--- src/rtl/csa_pkg.sv ---
// Shared helpers for the carry-save accumulating adder: tree sizing and operand extension.
package csa_pkg;

  // Widest operand/result the extension helper can handle.
  localparam int EXT_MAX_W = 128;

  // Number of live values left after lvl levels of 3:2 reduction, starting from n.
  function automatic int csa_count(input int n, input int lvl);
    int k;
    k = n;
    for (int i = 0; i < lvl; i++) begin
      k = k - k / 3;
    end
    return k;
  endfunction

  // Number of 3:2 levels needed to bring n values down to a pair.
  function automatic int csa_levels(input int n);
    int k;
    int l;
    k = n;
    l = 0;
    while (k > 2) begin
      k = k - k / 3;
      l++;
    end
    return l;
  endfunction

  // Extend the low w bits of op to EXT_MAX_W, replicating bit w-1 when sgn is set.
  function automatic logic [EXT_MAX_W-1:0] ext(input logic [EXT_MAX_W-1:0] op, input int w,
                                               input bit sgn);
    logic [EXT_MAX_W-1:0] r;
    r = op;
    for (int i = 0; i < EXT_MAX_W; i++) begin
      if (i >= w) r[i] = sgn & op[w-1];
    end
    return r;
  endfunction

endpackage

--- src/rtl/csa_tree.sv ---
// Combinational N-input carry-save (Wallace) reduction down to a sum/carry pair.
// Each level compresses floor(k/3) triples with full adders and passes the rest through.
module csa_tree
  import csa_pkg::*;
#(
  parameter int WIDTH = 16,
  parameter int N     = 3
) (
  input  logic [N*WIDTH-1:0] in_flat,
  output logic [WIDTH-1:0]   s,
  output logic [WIDTH-1:0]   c
);

  localparam int LEVELS = csa_levels(N);

  // node[l][j]: j-th live value entering level l; slots beyond the live count are tied to zero.
  logic [WIDTH-1:0] node [LEVELS+1][N];

  for (genvar gi = 0; gi < N; gi++) begin : g_in
    assign node[0][gi] = in_flat[gi*WIDTH +: WIDTH];
  end

  for (genvar gl = 0; gl < LEVELS; gl++) begin : g_lvl
    localparam int K = csa_count(N, gl);
    localparam int G = K / 3;

    // Full-adder groups: sum stays in place, carry moves up one bit and the top carry is dropped.
    for (genvar gi = 0; gi < G; gi++) begin : g_fa
      assign node[gl+1][2*gi]   = node[gl][3*gi] ^ node[gl][3*gi+1] ^ node[gl][3*gi+2];
      assign node[gl+1][2*gi+1] = ((node[gl][3*gi]   & node[gl][3*gi+1]) |
                                   (node[gl][3*gi]   & node[gl][3*gi+2]) |
                                   (node[gl][3*gi+1] & node[gl][3*gi+2])) << 1;
    end

    for (genvar gi = 0; gi < K - 3*G; gi++) begin : g_pass
      assign node[gl+1][2*G+gi] = node[gl][3*G+gi];
    end

    for (genvar gi = K - G; gi < N; gi++) begin : g_zero
      assign node[gl+1][gi] = '0;
    end
  end

  assign s = node[LEVELS][0];
  assign c = node[LEVELS][1];

endmodule

--- src/rtl/csa_accum_adder.sv ---
// Two-stage multi-operand adder: carry-save compression with an optional running
// accumulator kept in sum/carry form, followed by a single carry-propagate add.
module csa_accum_adder
  import csa_pkg::*;
#(
  parameter int W       = 16,
  parameter int NUM_OPS = 3,
  parameter int ACC_W   = W + $clog2(NUM_OPS) + 8,
  parameter int SIGNED  = 0
) (
  input  logic               clk,
  input  logic               rst,
  input  logic               IN_valid,
  output logic               OUT_inReady,
  input  logic [NUM_OPS*W-1:0] IN_ops,
  input  logic               IN_acc,
  output logic               OUT_valid,
  input  logic               IN_outReady,
  output logic [ACC_W-1:0]   OUT_sum
);

  typedef struct packed {
    logic [ACC_W-1:0] s;
    logic [ACC_W-1:0] c;
  } cs_pair_t;

  localparam int TREE_N = NUM_OPS + 2;

  logic             s1_valid_q, s1_valid_d;
  logic [ACC_W-1:0] s1_s_q, s1_s_d;
  logic [ACC_W-1:0] s1_c_q, s1_c_d;
  logic             s2_valid_q, s2_valid_d;
  logic [ACC_W-1:0] s2_sum_q, s2_sum_d;
  logic [ACC_W-1:0] acc_s_q, acc_s_d;
  logic [ACC_W-1:0] acc_c_q, acc_c_d;

  logic                    s1_adv, s2_adv, accept;
  logic [TREE_N*ACC_W-1:0] tree_in;
  logic [ACC_W-1:0]        tree_s, tree_c;
  cs_pair_t                beat_pair;

  // Operands widened to the full internal width before compression so no carry is lost.
  for (genvar gi = 0; gi < NUM_OPS; gi++) begin : g_ext
    assign tree_in[gi*ACC_W +: ACC_W] =
      ACC_W'(ext(EXT_MAX_W'(IN_ops[gi*W +: W]), W, SIGNED != 0));
  end

  // Accumulator pair joins the tree only when the beat asks to accumulate.
  assign tree_in[NUM_OPS*ACC_W +: ACC_W]     = IN_acc ? acc_s_q : '0;
  assign tree_in[(NUM_OPS+1)*ACC_W +: ACC_W] = IN_acc ? acc_c_q : '0;

  csa_tree #(
    .WIDTH(ACC_W),
    .N    (TREE_N)
  ) u_tree (
    .in_flat(tree_in),
    .s      (tree_s),
    .c      (tree_c)
  );

  // With two operands and no accumulation the operands already form a carry-save pair.
  if (NUM_OPS == 2) begin : g_bypass
    assign beat_pair = IN_acc ? cs_pair_t'{s: tree_s, c: tree_c}
                              : cs_pair_t'{s: tree_in[0 +: ACC_W], c: tree_in[ACC_W +: ACC_W]};
  end else begin : g_tree
    assign beat_pair = cs_pair_t'{s: tree_s, c: tree_c};
  end

  // Whole-pipeline stall: each stage moves when the stage ahead is empty or moving.
  always_comb begin
    s2_adv      = !s2_valid_q || IN_outReady;
    s1_adv      = !s1_valid_q || s2_adv;
    OUT_inReady = s1_adv;
    accept      = IN_valid && s1_adv;
  end

  // Next-state for both stages and the accumulator pair.
  always_comb begin
    s1_valid_d = s1_valid_q;
    s1_s_d     = s1_s_q;
    s1_c_d     = s1_c_q;
    s2_valid_d = s2_valid_q;
    s2_sum_d   = s2_sum_q;
    acc_s_d    = acc_s_q;
    acc_c_d    = acc_c_q;
    if (s2_adv) begin
      s2_valid_d = s1_valid_q;
      if (s1_valid_q) s2_sum_d = s1_s_q + s1_c_q;
    end
    if (s1_adv) begin
      s1_valid_d = accept;
    end
    if (accept) begin
      s1_s_d  = beat_pair.s;
      s1_c_d  = beat_pair.c;
      acc_s_d = beat_pair.s;
      acc_c_d = beat_pair.c;
    end
  end

  // Pipeline and accumulator registers, cleared by synchronous reset.
  always_ff @(posedge clk) begin
    if (rst) begin
      s1_valid_q <= 1'b0;
      s1_s_q     <= '0;
      s1_c_q     <= '0;
      s2_valid_q <= 1'b0;
      s2_sum_q   <= '0;
      acc_s_q    <= '0;
      acc_c_q    <= '0;
    end else begin
      s1_valid_q <= s1_valid_d;
      s1_s_q     <= s1_s_d;
      s1_c_q     <= s1_c_d;
      s2_valid_q <= s2_valid_d;
      s2_sum_q   <= s2_sum_d;
      acc_s_q    <= acc_s_d;
      acc_c_q    <= acc_c_d;
    end
  end

  assign OUT_valid = s2_valid_q;
  assign OUT_sum   = s2_sum_q;

endmodule

--- config.mk ---
export PLATFORM = sky130hd
export DESIGN_NAME = csa_accum_adder
export DESIGN_NICKNAME = d
export VERILOG_FILES = /design/src/rtl/csa_pkg.sv /design/src/rtl/csa_tree.sv /design/src/rtl/csa_accum_adder.sv
export SDC_FILE = /design/constraint.sdc
export NUM_CORES = 1
export LEC_CHECK = 0
export ABC_AREA = 1
export CAP_MARGIN = 5
export CORE_ASPECT_RATIO = 0.6
export CORE_MARGIN = 10
export CORE_UTILIZATION = 55
export DETAILED_ROUTE_END_ITERATION = 8
export PLACE_DENSITY = 0.87
export SETUP_SLACK_MARGIN = 0.5
export SYNTH_ARGS = -nofsm -noshare
export SYNTH_HDL_FRONTEND = slang
export SYNTH_SLANG_ARGS = --single-unit
--- constraint.sdc ---
create_clock -name clk -period 2.75 [get_ports clk]
set_input_delay 0.6875 -clock clk [delete_from_list [all_inputs] [get_ports clk]]
set_output_delay 0.6875 -clock clk [all_outputs]
set_load 0.03 [all_outputs]
==> flow_summary.json <==
{
  "ys_seq_area_share_pct": 25.3,
  "maxSlewHeadroom_pct": 63.3,
  "coreArea_um2": 10700,
  "routed_wl_mm": 14.6,
  "route.detailed.drc": 0,
  "clk_pin_slew_ns": 0.06,
  "clk_root_buffer_cell": "clkbuf_16",
  "num_rows": 29,
  "synthCells": 945,
  "synth_top_area_share_pct": 25.3,
  "yosysUniqueCellTypes": 29,
  "r2r_cells": 11,
  "num-nets-final": 1155,
  "placed_area_um2": 7260,
  "syn_nets": 1079,
  "drtIter0Drc": 471,
  "cts_tree": "done",
  "max_freq_mhz": 442,
  "hold_viol": 0,
  "chipHeight_um": 102,
  "fin_util_pct": 70.7,
  "area_growth_pct": 23.2,
  "drtPass1Iterations": 6,
  "endpoint": "s1_s_q[14]",
  "hold_path_class": "reg2reg",
  "placed_cells": 1148,
  "gr-total-overflow": 0,
  "yosys.area.top_type": "dfxtp_1",
  "r2r_slack_ns": 0.73,
  "ios": 81,
  "period_needed_ns": 2.26,
  "cts_buffers": 9,
  "clk_latency_ns": 0.34,
  "detail-route-antenna-nets": 0,
  "start_util_pct": 57.4,
  "r2r_start": "s1_s_q[2]",
  "clockBufferDepth": 2,
  "grt_pass1_wl_mm": 25.0,
  "synthTopCellsByArea": "dfxtp_1, fa_1, inv_1, nand2_1, nor2_1",
  "num_antenna_cells": 0,
  "numClockSinks": 78,
  "place_hpwl_mm": 11.3,
  "end_kind": "flip-flop",
  "vias": 5675,
  "cp-startpoint": "IN_ops[46]",
  "drive_above_1_share_pct": 13.3,
  "crit_required_ns": 2.98,
  "p_leak_nw": 4.31,
  "period_share_pct": 82.3,
  "setup_viol": 0,
  "hold-worst-slack_ns": 0.482,
  "viasPerCell": 4.87,
  "die-width_um": 157,
  "drv_slew": 0,
  "drt-wirelength-per-cell_um": 12.5,
  "stdcell_area_um2": 7600,
  "grt_max_degree": 56,
  "r2r_end": "OUT_sum[22]",
  "critPathKind": "in2reg",
  "rsz0062_at_grt": "yes",
  "ir_drop_v": 0.000424,
  "status": "complete, no violations",
  "powerDensity_nw_per_um2": 497,
  "grt_pass1_vias": 5248,
  "grtUsageTotal_pct": 18.8,
  "cts-hold-fix-buffers": 0,
  "ys_warn_count": 0,
  "cts_max_level": 3,
  "cp.arrival_ns": 2.49,
  "skew_ns": 0.00836,
  "dieArea_um2": 16000,
  "ys_ff_latch": 78,
  "syn_area_um2": 6170,
  "total_power_mw": 3.78,
  "antenna_found_initial": 0,
  "portBuffers": 80,
  "tightest_slew_ns": 0.550,
  "layout.cells.non_filler": 1165,
  "drv_cap": 0,
  "startpoint_type": "input pin",
  "syn_avg_cell_area_um2": 6.52,
  "gp_congestion": 0.915,
  "crit_fanout": 1
}
cell usage in the layout (no fill, tap or decap), types with 9 or more instances in the layout:
cell               n
a21oi_1           18
clkbuf_16          9
o21ai_1           25
buf_8             10
nand3_1           35
inv_1            186
o21ai_0           33
inv_2             20
fa_2              16
dfxtp_1           78
fa_1              32
buf_6             13
nand2_1          215
buf_4             10
nor2_1           173
ha_1              33
buf_2             19
clkdlybuf4s50_1   30
inv_8             14
worst max-delay path: stages:
cell	delay, ns
buf_8	0.08
inv_8	0.02
fa_1	0.52
inv_1	0.05
fa_1	0.50
fa_2	0.43
o21ai_1	0.14
nor2_1	0.06
sequential cells by signal, summed over array words and instances, names as in the netlist:
name and flops:
s1_s_q 26, s1_valid_q 1, OUT_valid 1, s1_c_q 24, OUT_sum 26
cells by family (layout without fill, tap and decap cells):
kind of cell               Yosys count  count (layout)  share of synthesized area (%)
buffers and inverters              250             331                           15.6
and+or+nand+nor                    441             441                           28.4
xor gates and xnor gates             8               8                           1.14
DFF                                 78              78                           25.3
AOI/OAI and AO/OA                   87              87                           7.31
adders and majority gates           81              81                           22.3
worst min-delay path by stage:
| stage | from | end | slack (ns) | cells past startpoint |
|---|---|---|---|---|
| after floorplan | s1_s_q[25] | s1_s_q[25] | 0.46 | 2 |
| after detailed placement | OUT_sum[1] | OUT_sum[1] | 0.47 | 2 |
| final | OUT_sum[1] | OUT_sum[1] | 0.48 | 2 |
| after global placement | OUT_sum[0] | OUT_sum[0] | 0.47 | 2 |
| after global routing | OUT_sum[1] | OUT_sum[1] | 0.51 | 2 |
| after CTS | OUT_sum[1] | OUT_sum[1] | 0.49 | 2 |
layout make-up:
cell class	count	area (um^2)
Multi-Input combinational cell	617	3710
Fill cell	909	3140
Sequential cell	78	1560
Inverter	223	945
Timing Repair Buffer	92	912
Clock buffer	10	229
Tap cell	139	174
Clock inverter	6	68.8
stage by stage:
step           setup WS [ns]  TNS (ns)
3_3_place_gp          -0.332     -7.58
5_1_grt                0.420         0
4_1_cts                0.417         0
3_5_place_dp          -0.378     -8.31
6_report               0.488         0
2_1_floorplan          0.298         0
cell usage after synthesis:
cell type and n:
xnor2_1 3, o21ai_1 1, nand2_2 1, clkinv_1 2, inv_1 221, and2_1 1
clkbuf_2 1, or2_2 1, nand4_1 6, nand3b_1 2, ha_1 33, xor2_1 5
dfxtp_1 78, nand3_1 35, nor2_2 3, nand2_1 215, a21oi_2 1, fa_1 48
nor2_1 173, clkbuf_1 16, clkbuf_8 1, o21ai_2 1, buf_2 9, nor3_1 2
nor2_4 1, o21ai_0 63, or2_1 1, a21o_1 3, a21oi_1 18
metal layers:
layer	share of wire, %	track usage (%)	wire length, um
met5	0	0	0
met4	1.1	4.40	165
met3	7.4	4.40	1080
met2	44	28.7	6420
met1	47	26.5	6930
where the power goes:
group          internal [mW]  switching, mW
Sequential              1.24         0.0830
Clock                  0.709          0.483
Combinational          0.526          0.738
Total                   2.47           1.30
repair_timing:
action | CTS | global route
resized for setup | 207 | 30
endpoints found under the setup margin | 34 | 25
pin swaps | 72 | 59
buffers inserted | 0 | 0
cloned | 1 | 0
(Power assumes the default switching activity.)
